--- src/rtl/cu_fsm_if.sv ---
// ----------------------------------------------------------------------------
// cu_fsm_if -- memory handshake bundle between the Otter control unit and the
// instruction/data memories.
//
//   mem_rden1  instruction read request      (control unit -> memory)
//   mem_rden2  data read request             (control unit -> memory)
//   mem_we2    data write request            (control unit -> memory)
//   bus_err    one-cycle wait-timeout pulse  (control unit -> system)
//   imem_ack   instruction read complete     (memory -> control unit)
//   dmem_ack   data read/write complete      (memory -> control unit)
//
// master: the control unit.  slave: the memory side.
// ----------------------------------------------------------------------------
interface cu_fsm_if;
    logic mem_rden1;
    logic mem_rden2;
    logic mem_we2;
    logic bus_err;
    logic imem_ack;
    logic dmem_ack;

    modport master (
        output mem_rden1, mem_rden2, mem_we2, bus_err,
        input  imem_ack, dmem_ack
    );

    modport slave (
        input  mem_rden1, mem_rden2, mem_we2, bus_err,
        output imem_ack, dmem_ack
    );
endinterface

--- src/rtl/cu_fsm.sv ---
// ----------------------------------------------------------------------------
// cu_fsm -- multicycle sequencer for the Otter MCU core.
//
// Steps each instruction through FETCH, EXEC, an optional MEM_WAIT and a load
// writeback (WB), with interrupt entry (INTR) after a completed instruction.
// Memory accesses may be stretched by wait states; a wait that reaches
// TIMEOUT cycles without an ack raises bus_err and restarts at FETCH.
//
// Ports:
//   clk, rst_n         clock (rising edge), asynchronous active-low reset
//   opcode, func       instruction bits [6:0] and [14:12], valid in EXEC
//   intr, mie          external interrupt level, CSR global interrupt enable
//   bus                memory strobes, acks and bus_err (cu_fsm_if.master)
//   pc_rst             datapath PC reset pulse (one cycle after reset release)
//   pc_write           PC update enable
//   reg_write, csr_we  register file / CSR write enables
//   int_taken          interrupt entry, to decoder and CSR
//   mret_exec          mret executing, CSR restores mie
//   instret            retired-instruction count, wraps modulo 2^INSTRET_W
// ----------------------------------------------------------------------------
module cu_fsm #(
    parameter int TIMEOUT   = 255,
    parameter int INSTRET_W = 32
) (
    input  logic                 clk,
    input  logic                 rst_n,
    input  logic [6:0]           opcode,
    input  logic [2:0]           func,
    input  logic                 intr,
    input  logic                 mie,
    cu_fsm_if.master             bus,
    output logic                 pc_rst,
    output logic                 pc_write,
    output logic                 reg_write,
    output logic                 csr_we,
    output logic                 int_taken,
    output logic                 mret_exec,
    output logic [INSTRET_W-1:0] instret
);
    localparam int WAIT_W = (TIMEOUT < 1) ? 1 : $clog2(TIMEOUT + 1);
    localparam logic [WAIT_W-1:0] WAIT_MAX = WAIT_W'(TIMEOUT);

    localparam logic [6:0] OP_R      = 7'b0110011;
    localparam logic [6:0] OP_I      = 7'b0010011;
    localparam logic [6:0] OP_LUI    = 7'b0110111;
    localparam logic [6:0] OP_AUIPC  = 7'b0010111;
    localparam logic [6:0] OP_JAL    = 7'b1101111;
    localparam logic [6:0] OP_JALR   = 7'b1100111;
    localparam logic [6:0] OP_BRANCH = 7'b1100011;
    localparam logic [6:0] OP_LOAD   = 7'b0000011;
    localparam logic [6:0] OP_STORE  = 7'b0100011;
    localparam logic [6:0] OP_SYSTEM = 7'b1110011;

    localparam logic [2:0] F_MRET    = 3'b000;
    localparam logic [2:0] F_CSRRW   = 3'b001;

    typedef enum logic [2:0] {
        INIT,
        FETCH,
        EXEC,
        MEM_WAIT,
        WB,
        INTR
    } state_t;

    state_t            state;
    state_t            state_n;
    logic [WAIT_W-1:0] wait_cnt;
    logic              intr_q;
    logic              is_store;   // access kind latched in EXEC for MEM_WAIT
    logic              complete;   // instruction finishes this cycle
    logic              ack;        // ack relevant to the current wait state
    logic              timeout;

    always_comb begin
        // NOTE: every output gets a default first, so no path through the
        // case leaves a signal unassigned and infers a latch.
        pc_rst        = 1'b0;
        pc_write      = 1'b0;
        reg_write     = 1'b0;
        csr_we        = 1'b0;
        int_taken     = 1'b0;
        mret_exec     = 1'b0;
        bus.mem_rden1 = 1'b0;
        bus.mem_rden2 = 1'b0;
        bus.mem_we2   = 1'b0;
        state_n       = state;
        complete      = 1'b0;
        ack           = 1'b0;
        timeout       = 1'b0;

        case (state)
            INIT: begin
                // Gated so the pulse covers only the cycle after release,
                // not the whole time reset is held.
                pc_rst  = rst_n;
                state_n = FETCH;
            end

            FETCH: begin
                bus.mem_rden1 = 1'b1;
                ack           = bus.imem_ack;
                if (bus.imem_ack) begin
                    state_n = EXEC;
                end else if (wait_cnt == WAIT_MAX) begin
                    timeout = 1'b1;   // retry the fetch from scratch
                end
            end

            EXEC: begin
                case (opcode)
                    OP_R, OP_I, OP_LUI, OP_AUIPC, OP_JAL, OP_JALR: begin
                        reg_write = 1'b1;
                        pc_write  = 1'b1;
                        complete  = 1'b1;
                    end
                    OP_BRANCH: begin
                        pc_write = 1'b1;
                        complete = 1'b1;
                    end
                    OP_LOAD: begin
                        bus.mem_rden2 = 1'b1;
                        state_n       = bus.dmem_ack ? WB : MEM_WAIT;
                    end
                    OP_STORE: begin
                        bus.mem_we2 = 1'b1;
                        if (bus.dmem_ack) begin
                            pc_write = 1'b1;
                            complete = 1'b1;
                        end else begin
                            state_n = MEM_WAIT;
                        end
                    end
                    OP_SYSTEM: begin
                        pc_write = 1'b1;
                        if (func == F_CSRRW) begin
                            reg_write = 1'b1;
                            csr_we    = 1'b1;
                            complete  = 1'b1;
                        end else if (func == F_MRET) begin
                            // mret returns straight to FETCH: no interrupt
                            // is taken on the cycle mie is being restored.
                            mret_exec = 1'b1;
                            state_n   = FETCH;
                        end else begin
                            complete = 1'b1;
                        end
                    end
                    default: begin
                        pc_write = 1'b1;
                        complete = 1'b1;
                    end
                endcase
            end

            MEM_WAIT: begin
                ack = bus.dmem_ack;
                if (is_store) bus.mem_we2   = 1'b1;
                else          bus.mem_rden2 = 1'b1;
                if (bus.dmem_ack) begin
                    if (is_store) begin
                        pc_write = 1'b1;
                        complete = 1'b1;
                    end else begin
                        state_n = WB;
                    end
                end else if (wait_cnt == WAIT_MAX) begin
                    timeout = 1'b1;
                    state_n = FETCH;
                end
            end

            WB: begin
                reg_write = 1'b1;
                pc_write  = 1'b1;
                complete  = 1'b1;
            end

            INTR: begin
                int_taken = 1'b1;
                pc_write  = 1'b1;
                state_n   = FETCH;
            end

            default: state_n = INIT;
        endcase

        if (complete) state_n = (intr_q && mie) ? INTR : FETCH;

        bus.bus_err = timeout;
    end

    // NOTE: all state here uses non-blocking assignments so every register
    // samples the pre-edge values, independent of statement order.
    always_ff @(posedge clk or negedge rst_n) begin
        if (!rst_n) begin
            state    <= INIT;
            wait_cnt <= '0;
            intr_q   <= 1'b0;
            is_store <= 1'b0;
            instret  <= '0;
        end else begin
            state  <= state_n;
            intr_q <= intr;

            if (state == EXEC) is_store <= (opcode == OP_STORE);

            if (state_n != state || timeout)
                wait_cnt <= '0;
            else if ((state == FETCH || state == MEM_WAIT) && !ack)
                wait_cnt <= wait_cnt + WAIT_W'(1);

            if (pc_write && state != INTR)
                instret <= instret + INSTRET_W'(1);
        end
    end
endmodule

--- src/flat_wrapper.sv ---
// flat-port wrapper written by rule: the top's interface ports become plain ports
module cu_fsm_flat 
#(
    parameter int TIMEOUT   = 255,
    parameter int INSTRET_W = 32
)
  (clk, rst_n, opcode, func, intr, mie, pc_rst, pc_write, reg_write, csr_we, int_taken, mret_exec, instret, bus_mem_rden1, bus_mem_rden2, bus_mem_we2, bus_bus_err, bus_imem_ack, bus_dmem_ack);
  cu_fsm_if bus_i ();
  input  logic clk;
  input  logic rst_n;
  input  logic [6:0] opcode;
  input  logic [2:0] func;
  input  logic intr;
  input  logic mie;
  output logic pc_rst;
  output logic pc_write;
  output logic reg_write;
  output logic csr_we;
  output logic int_taken;
  output logic mret_exec;
  output logic [INSTRET_W-1:0] instret;
  output wire logic [$bits(bus_i.mem_rden1)-1:0] bus_mem_rden1;
  output wire logic [$bits(bus_i.mem_rden2)-1:0] bus_mem_rden2;
  output wire logic [$bits(bus_i.mem_we2)-1:0] bus_mem_we2;
  output wire logic [$bits(bus_i.bus_err)-1:0] bus_bus_err;
  input wire logic [$bits(bus_i.imem_ack)-1:0] bus_imem_ack;
  input wire logic [$bits(bus_i.dmem_ack)-1:0] bus_dmem_ack;
  assign bus_mem_rden1 = bus_i.mem_rden1;
  assign bus_mem_rden2 = bus_i.mem_rden2;
  assign bus_mem_we2 = bus_i.mem_we2;
  assign bus_bus_err = bus_i.bus_err;
  assign bus_i.imem_ack = bus_imem_ack;
  assign bus_i.dmem_ack = bus_dmem_ack;
  cu_fsm #(.TIMEOUT(TIMEOUT), .INSTRET_W(INSTRET_W)) u_core (.clk(clk), .rst_n(rst_n), .opcode(opcode), .func(func), .intr(intr), .mie(mie), .bus(bus_i), .pc_rst(pc_rst), .pc_write(pc_write), .reg_write(reg_write), .csr_we(csr_we), .int_taken(int_taken), .mret_exec(mret_exec), .instret(instret));
endmodule
--- config.mk ---
export PLATFORM = sky130hd
export DESIGN_NAME = cu_fsm_flat
export DESIGN_NICKNAME = d
export VERILOG_FILES = /design/src/rtl/cu_fsm_if.sv /design/src/rtl/cu_fsm.sv /design/src/flat_wrapper.sv
export SDC_FILE = /design/constraint.sdc
export NUM_CORES = 1
export LEC_CHECK = 0
export ABC_AREA = 1
export CORE_MARGIN = 3
export CORE_UTILIZATION = 45
export DETAILED_ROUTE_END_ITERATION = 12
export HOLD_SLACK_MARGIN = 0.05
export MAX_ROUTING_LAYER = met4
export PLACE_DENSITY = 0.7
export SYNTH_ARGS = -nofsm -noshare
export SYNTH_HDL_FRONTEND = slang
export SYNTH_SLANG_ARGS = --single-unit
--- constraint.sdc ---
create_clock -name clk -period 1.6 [get_ports clk]
set_input_delay 0.32 -clock clk [delete_from_list [all_inputs] [get_ports clk]]
set_output_delay 0.32 -clock clk [all_outputs]
set_load 0.01 [all_outputs]
After elaboration in Yosys (flattened, before gate mapping)
Index checks and enable logic that the tools add are counted.
{"block": "totals", "out_inout_bits": 42, "regBits": 45, "in_bits": 16}
{"block": "op_classes", "mux": 45, "add_sub_neg": 2, "n_eq_ne": 18, "reduce_logical": 12}
{"op": "32-bit by 1-bit adder with 32-bit output, second input constant", "n": 1}
{"op": "3-bit 2-to-1 mux", "n": 10}
{"op": "7-bit by 6-bit == test with 1-bit output, second input constant", "n": 3}
{"op": "7-bit == test, second input constant", "n": 3}
{"op": "1-bit 2-to-1 mux", "n": 21}
{"op": "8-bit 2-to-1 mux", "n": 2}
{"op": "3-bit case mux with 5 select lines", "n": 1}
{"op": "7-bit by 5-bit == test with 1-bit output, second input constant", "n": 2}
{"op": "1-bit case mux with 2 select lines", "n": 7}
{"op": "1-bit case mux with 3 select lines", "n": 3}
{"op": "3-bit case mux with 3 select lines", "n": 1}
{"op": "8-bit by 1-bit adder with 8-bit output, second input constant", "n": 1}
{"op": "8-bit == test, second input constant", "n": 1}
{"op": "7-bit by 2-bit == test with 1-bit output, second input constant", "n": 1}
{"op": "3-bit by 1-bit == test with 1-bit output, second input constant", "n": 2}
{"op": "3-bit by 2-bit == test with 1-bit output, second input constant", "n": 2}
{"op": "3-bit == test, second input constant", "n": 2}
{"op": "3-bit zero test", "n": 2}
{"op": "6-bit OR reduction", "n": 1}
{"op": "2-bit OR reduction", "n": 2}
{"op": "1-bit logical AND", "n": 3}
{"op": "3-bit inequality test", "n": 1}
{"op": "3-bit inequality test, second input constant", "n": 1}
{"op": "1-bit logical OR", "n": 2}
{"op": "2 further kinds", "n": 2}

Longest topological paths before layout
{"block": "depth", "depth_word": 9, "mapped_depth": 14}

Least setup slack after synthesis
Ideal clock, no wire load.
{"block": "synth_path", "kind": "flip-flop to flip-flop", "start": "register u_core.state[0]", "end": "register u_core.wait_cnt[4]", "stages_incl_launch_ff": 8, "setup_time_ps": 124, "t_arrival_ps": 1587, "period_less_slack_ps": 1711, "path_buffers": 0, "slack_ps": -111, "cell_sequence": "dfrtp_1 > inv_2 > nor3_1 > nand2_1 > a21boi_1 > nor2_1 > nand3_4 > nor3_2"}
{"block": "synth_between", "elab_cells_between_ends": 27, "cone_classes": "6 x eq/ne; 14 x mux; 7 x reduce/logical"}
{"element": "from (decl)", "line_no": "cu_fsm.sv:66", "rtl": "state_t state;"}
{"element": "from (signal assigned)", "line_no": "cu_fsm.sv:203", "rtl": "state <= state_n;"}
{"element": "3-bit by 2-bit == test with 1-bit output or 3-bit by 1-bit == test with 1-bit output (tied branches)", "line_no": "cu_fsm.sv:92", "rtl": "case (state)"}
{"element": "1-bit case mux with 2 select lines (*)", "line_no": "cu_fsm.sv:92"}
{"element": "via bus_bus_err", "line_no": "flat_wrapper.sv:25", "rtl": "output wire logic [$bits(bus_i.bus_err)-1:0] bus_bus_err;"}
{"element": "1-bit logical OR (*)", "line_no": "cu_fsm.sv:208", "rtl": "if (state_n != state || timeout)"}
{"element": "8-bit 2-to-1 mux or 2-bit nonzero test (tied branches)"}
{"element": "to (signal assigned)", "line_no": "cu_fsm.sv:211", "rtl": "wait_cnt <= wait_cnt + WAIT_W'(1);"}
{"element": "to (decl)", "line_no": "cu_fsm.sv:68", "rtl": "logic [WAIT_W-1:0] wait_cnt;"}
The timed path passes the listed nets; every way through them passes the cells marked *.
A chain may end at the register's enable or synchronous reset.

Final worst setup path
{"block": "layout_path", "start": "register u_core.state[0]", "end": "output bus_bus_err"}
{"block": "layout_between", "elab_chain_len": 2, "elab_cells_between_ends": 3, "cone_classes": "2 x eq/ne; 1 x mux"}
{"element": "3-bit by 2-bit == test with 1-bit output or 3-bit by 1-bit == test with 1-bit output (tied branches)", "line_no": "cu_fsm.sv:92"}
{"element": "1-bit case mux with 2 select lines (*)", "line_no": "cu_fsm.sv:92"}
{"element": "to (decl)", "line_no": "flat_wrapper.sv:25"}
Mark *: on every way between the ends. The rest lies on a longest branch, timed or not.

==> results.yml <==
status:
  status: "finished, violations left"
  violations: "negative setup slack"
run:
  drv_cap: 0
logic_synthesis:
  synth_top_area_share_pct: 36.8
  syn_area_mm2: 0.00306
  syn_inst: 412
  synth_cell_types: 32
  synth_nets: 430
  synth_largest_area_cell: "dfrtp_1"
  yosys_warnings: 0
  ys_async_sr_fraction_pct: 100
  synth_ff_type: "dfrtp_1"
  avgSynthCellArea_um2: 7.43
  synth-edff-count: 0
  ys_seq_area_share_pct: 36.8
  ys_ff_latch: 45
  synth_area_leaders: "dfrtp_1 37%, nand2_1 15%, xor2_1 7.4%, nor2_1 4.5%, inv_1 4.2%"
final_layout:
  multi_input_area_mm2: 0.00241
  synthToLayoutAreaGrowth_pct: 89.9
  post-route-util_pct: 90.0
  final_common_cell: "buf_4"
  regArea_mm2: 0.00113
  nets: 640
  fillCellCount: 259
  postLayoutCellArea_mm2: 0.00582
  drive_gt1_share_pct: 56.6
  n_antenna_cell: 0
  final_cell_mix: "119 x buf_4, 68 x nand2_1, 48 x nand2_2, 41 x dfrtp_1, 29 x inv_1"
clocking:
  root_buffer: "clkbuf_8"
  hold_buffers: 0
  cts_max_path_buffers: 2
  clock_latency_ns: 0.31
  htreeDepth: 2
  clkSinkCount: 45
  tritoncts: "built"
  path_clk_slew_ns: 0.10
  cts_buffers: 5
placement:
  dp_hpwl_um: 7070
  place_congestion: 0.930
  portBuffers: 57
  post_dp_cell_area_mm2: 0.00448
pwr:
  vdd_drop_max_v: 0.00106
  power_leakage_nw: 2.98
  power_density_mw_per_mm2: 1240
global_routing:
  grt_pass1_vias: 3751
  grt_remaining_overflow: 0
  antenna_found_initial: 0
  grtUsageTotal_pct: 29.8
  gr-max-usage-layer: "met2"
  use_met1_pct: 36.5
  grt_pass1_wl_um: 17500
  grt_max_degree: 46
  grt_use_met2_pct: 49.2
  met3_usage_pct: 5.21
worst_setup_path:
  cp-end-kind: "output port"
  path_max_fanout: 3
  r2r_slack_ns: -0.35
  reg2reg_from: "u_core.state[0]"
  worstPathArrival_ns: 1.72
  r2r-end: "u_core.wait_cnt[6]"
  cp.required_ns: 1.28
  r2r_cells: 11
  crit_type: "reg2out"
  startpoint_type: "flip-flop"
  startpoint: "u_core.state[0]"
timing:
  period_minus_slack_ns: 2.04
  worst_pin_slew_ns: 0.614
  fmax_mhz: 491
  slew_viol_final: 0
  hold_violations: 0
  final.setup_skew_ns: 0.0112
  rsz0062_at_grt: "true"
  fin_ws_ns: -0.435
  period_share_pct: 127
  slew_headroom_pct: 59.1
  finalSetupViolCount: 53
floorplanning:
  io_pins: 58
  die_y_um: 88.5
  core_area_mm2: 0.00646
  initial_core_util_pct: 47.4
  die_width_um: 88.5
  fp.dieArea_mm2: 0.00783
  rows: 29
routing:
  ant_nets: 0
  vias: 4085
  first_iter_violations: 382
  avgRoutedWirePerCell_um: 21.0
  dr.pass1.iters: 5
  drc: 0
  routed_wl_um: 14700
  vias_per_cell: 5.84
min_path:
  hold_path.class: "in2async"
-- state kept, by name (all words and copies together) (netlist names) --
signal	count
u_core.is_store	1
u_core.intr_q	1
u_core.wait_cnt	8
u_core.instret	32
u_core.state	3
-- where the power goes --
group | switching, mW | internal, mW
clock | 0.425 | 0.455
sequential | 0.200 | 1.31
combinational | 2.54 | 2.26
-- how the worst max path moves through the flow --
stage                                    end  cells past startpoint
final                            bus_bus_err                      7
after global routing             bus_bus_err                      7
after CTS                        bus_bus_err                      7
after detailed placement           reg_write                      8
after global placement             reg_write                      8
after floorplan           u_core.instret[12]                      9
-- layout make-up --
cell class              count  area share [%]
clock buffers               5            1.18
clock inverters             2           0.602
inverters                  46            3.38
multi-input cells         316            41.5
flip-flops and latches     45            19.4
well taps                  77            1.66
repair buffers            208            32.3
-- timing repair --
action,4_1_cts,5_1_grt
endpoints found under the hold margin,0,0
buffers inserted,34,20
resized for setup,175,138
pin swaps,46,48
setup endpoints to repair,78,58
gates cloned,3,0
-- metrics by stage --
stage / power [mW] / setup TNS (ns) / instances / hold slack, ns / setup WS, ns
after global placement: 4.15 / -26.17 / 641 / 0.460 / -0.672
after CTS: 6.10 / -5.55 / 683 / 0.137 / -0.297
final: 7.20 / -10.24 / 699 / 0.106 / -0.435
after detailed placement: 4.21 / -27.99 / 641 / 0.459 / -0.687
after floorplan: 2.86 / 0 / 412 / 0.0244 / 0.00253
after global routing: 7.43 / -12.46 / 699 / 0.168 / -0.432
-- synthesized netlist by cell type, types with 2 or more instances --
master      n
nor4_1      6
buf_2       2
nand2_1   125
nand2_4     3
o21ai_0     9
nand3_2     6
o21ai_1     7
xnor2_1    11
nor2_1     37
dfrtp_1    45
nand4_1     9
nor3_1     19
inv_1      34
nand2_2    12
clkinv_2    2
buf_6       2
nor2_2      2
nand3_1    22
nor2_4      2
inv_2      10
nor3_2     10
ha_1        2
xor2_1     26
-- cells by family after synthesis --
logic type                 share of synthesized area [%]
buffers and inverters                               7.03
DFF                                                 36.8
xor gates and xnor gates                            10.6
adders and majority gates                          0.817
AOI/OAI and AO/OA                                   3.51
and+or+nand+nor                                     41.3
-- routing by layer --
layer | up-vias | share of wire (%)
li1 | 1741 | -
met1 | 1961 | 38
met2 | 298 | 49
met3 | 85 | 7.8
met4 | 0 | 5.2
met5 | - | 0
-- critical path, cell delays in order, from the launching register on --
cell	delay [ns]
dfrtp_2	0.43
buf_6	0.14
inv_6	0.03
buf_4	0.13
nor3_4	0.20
nand2_1	0.16
a21boi_4	0.16
buf_2	0.14
Power figures use the tool's default switching activity.
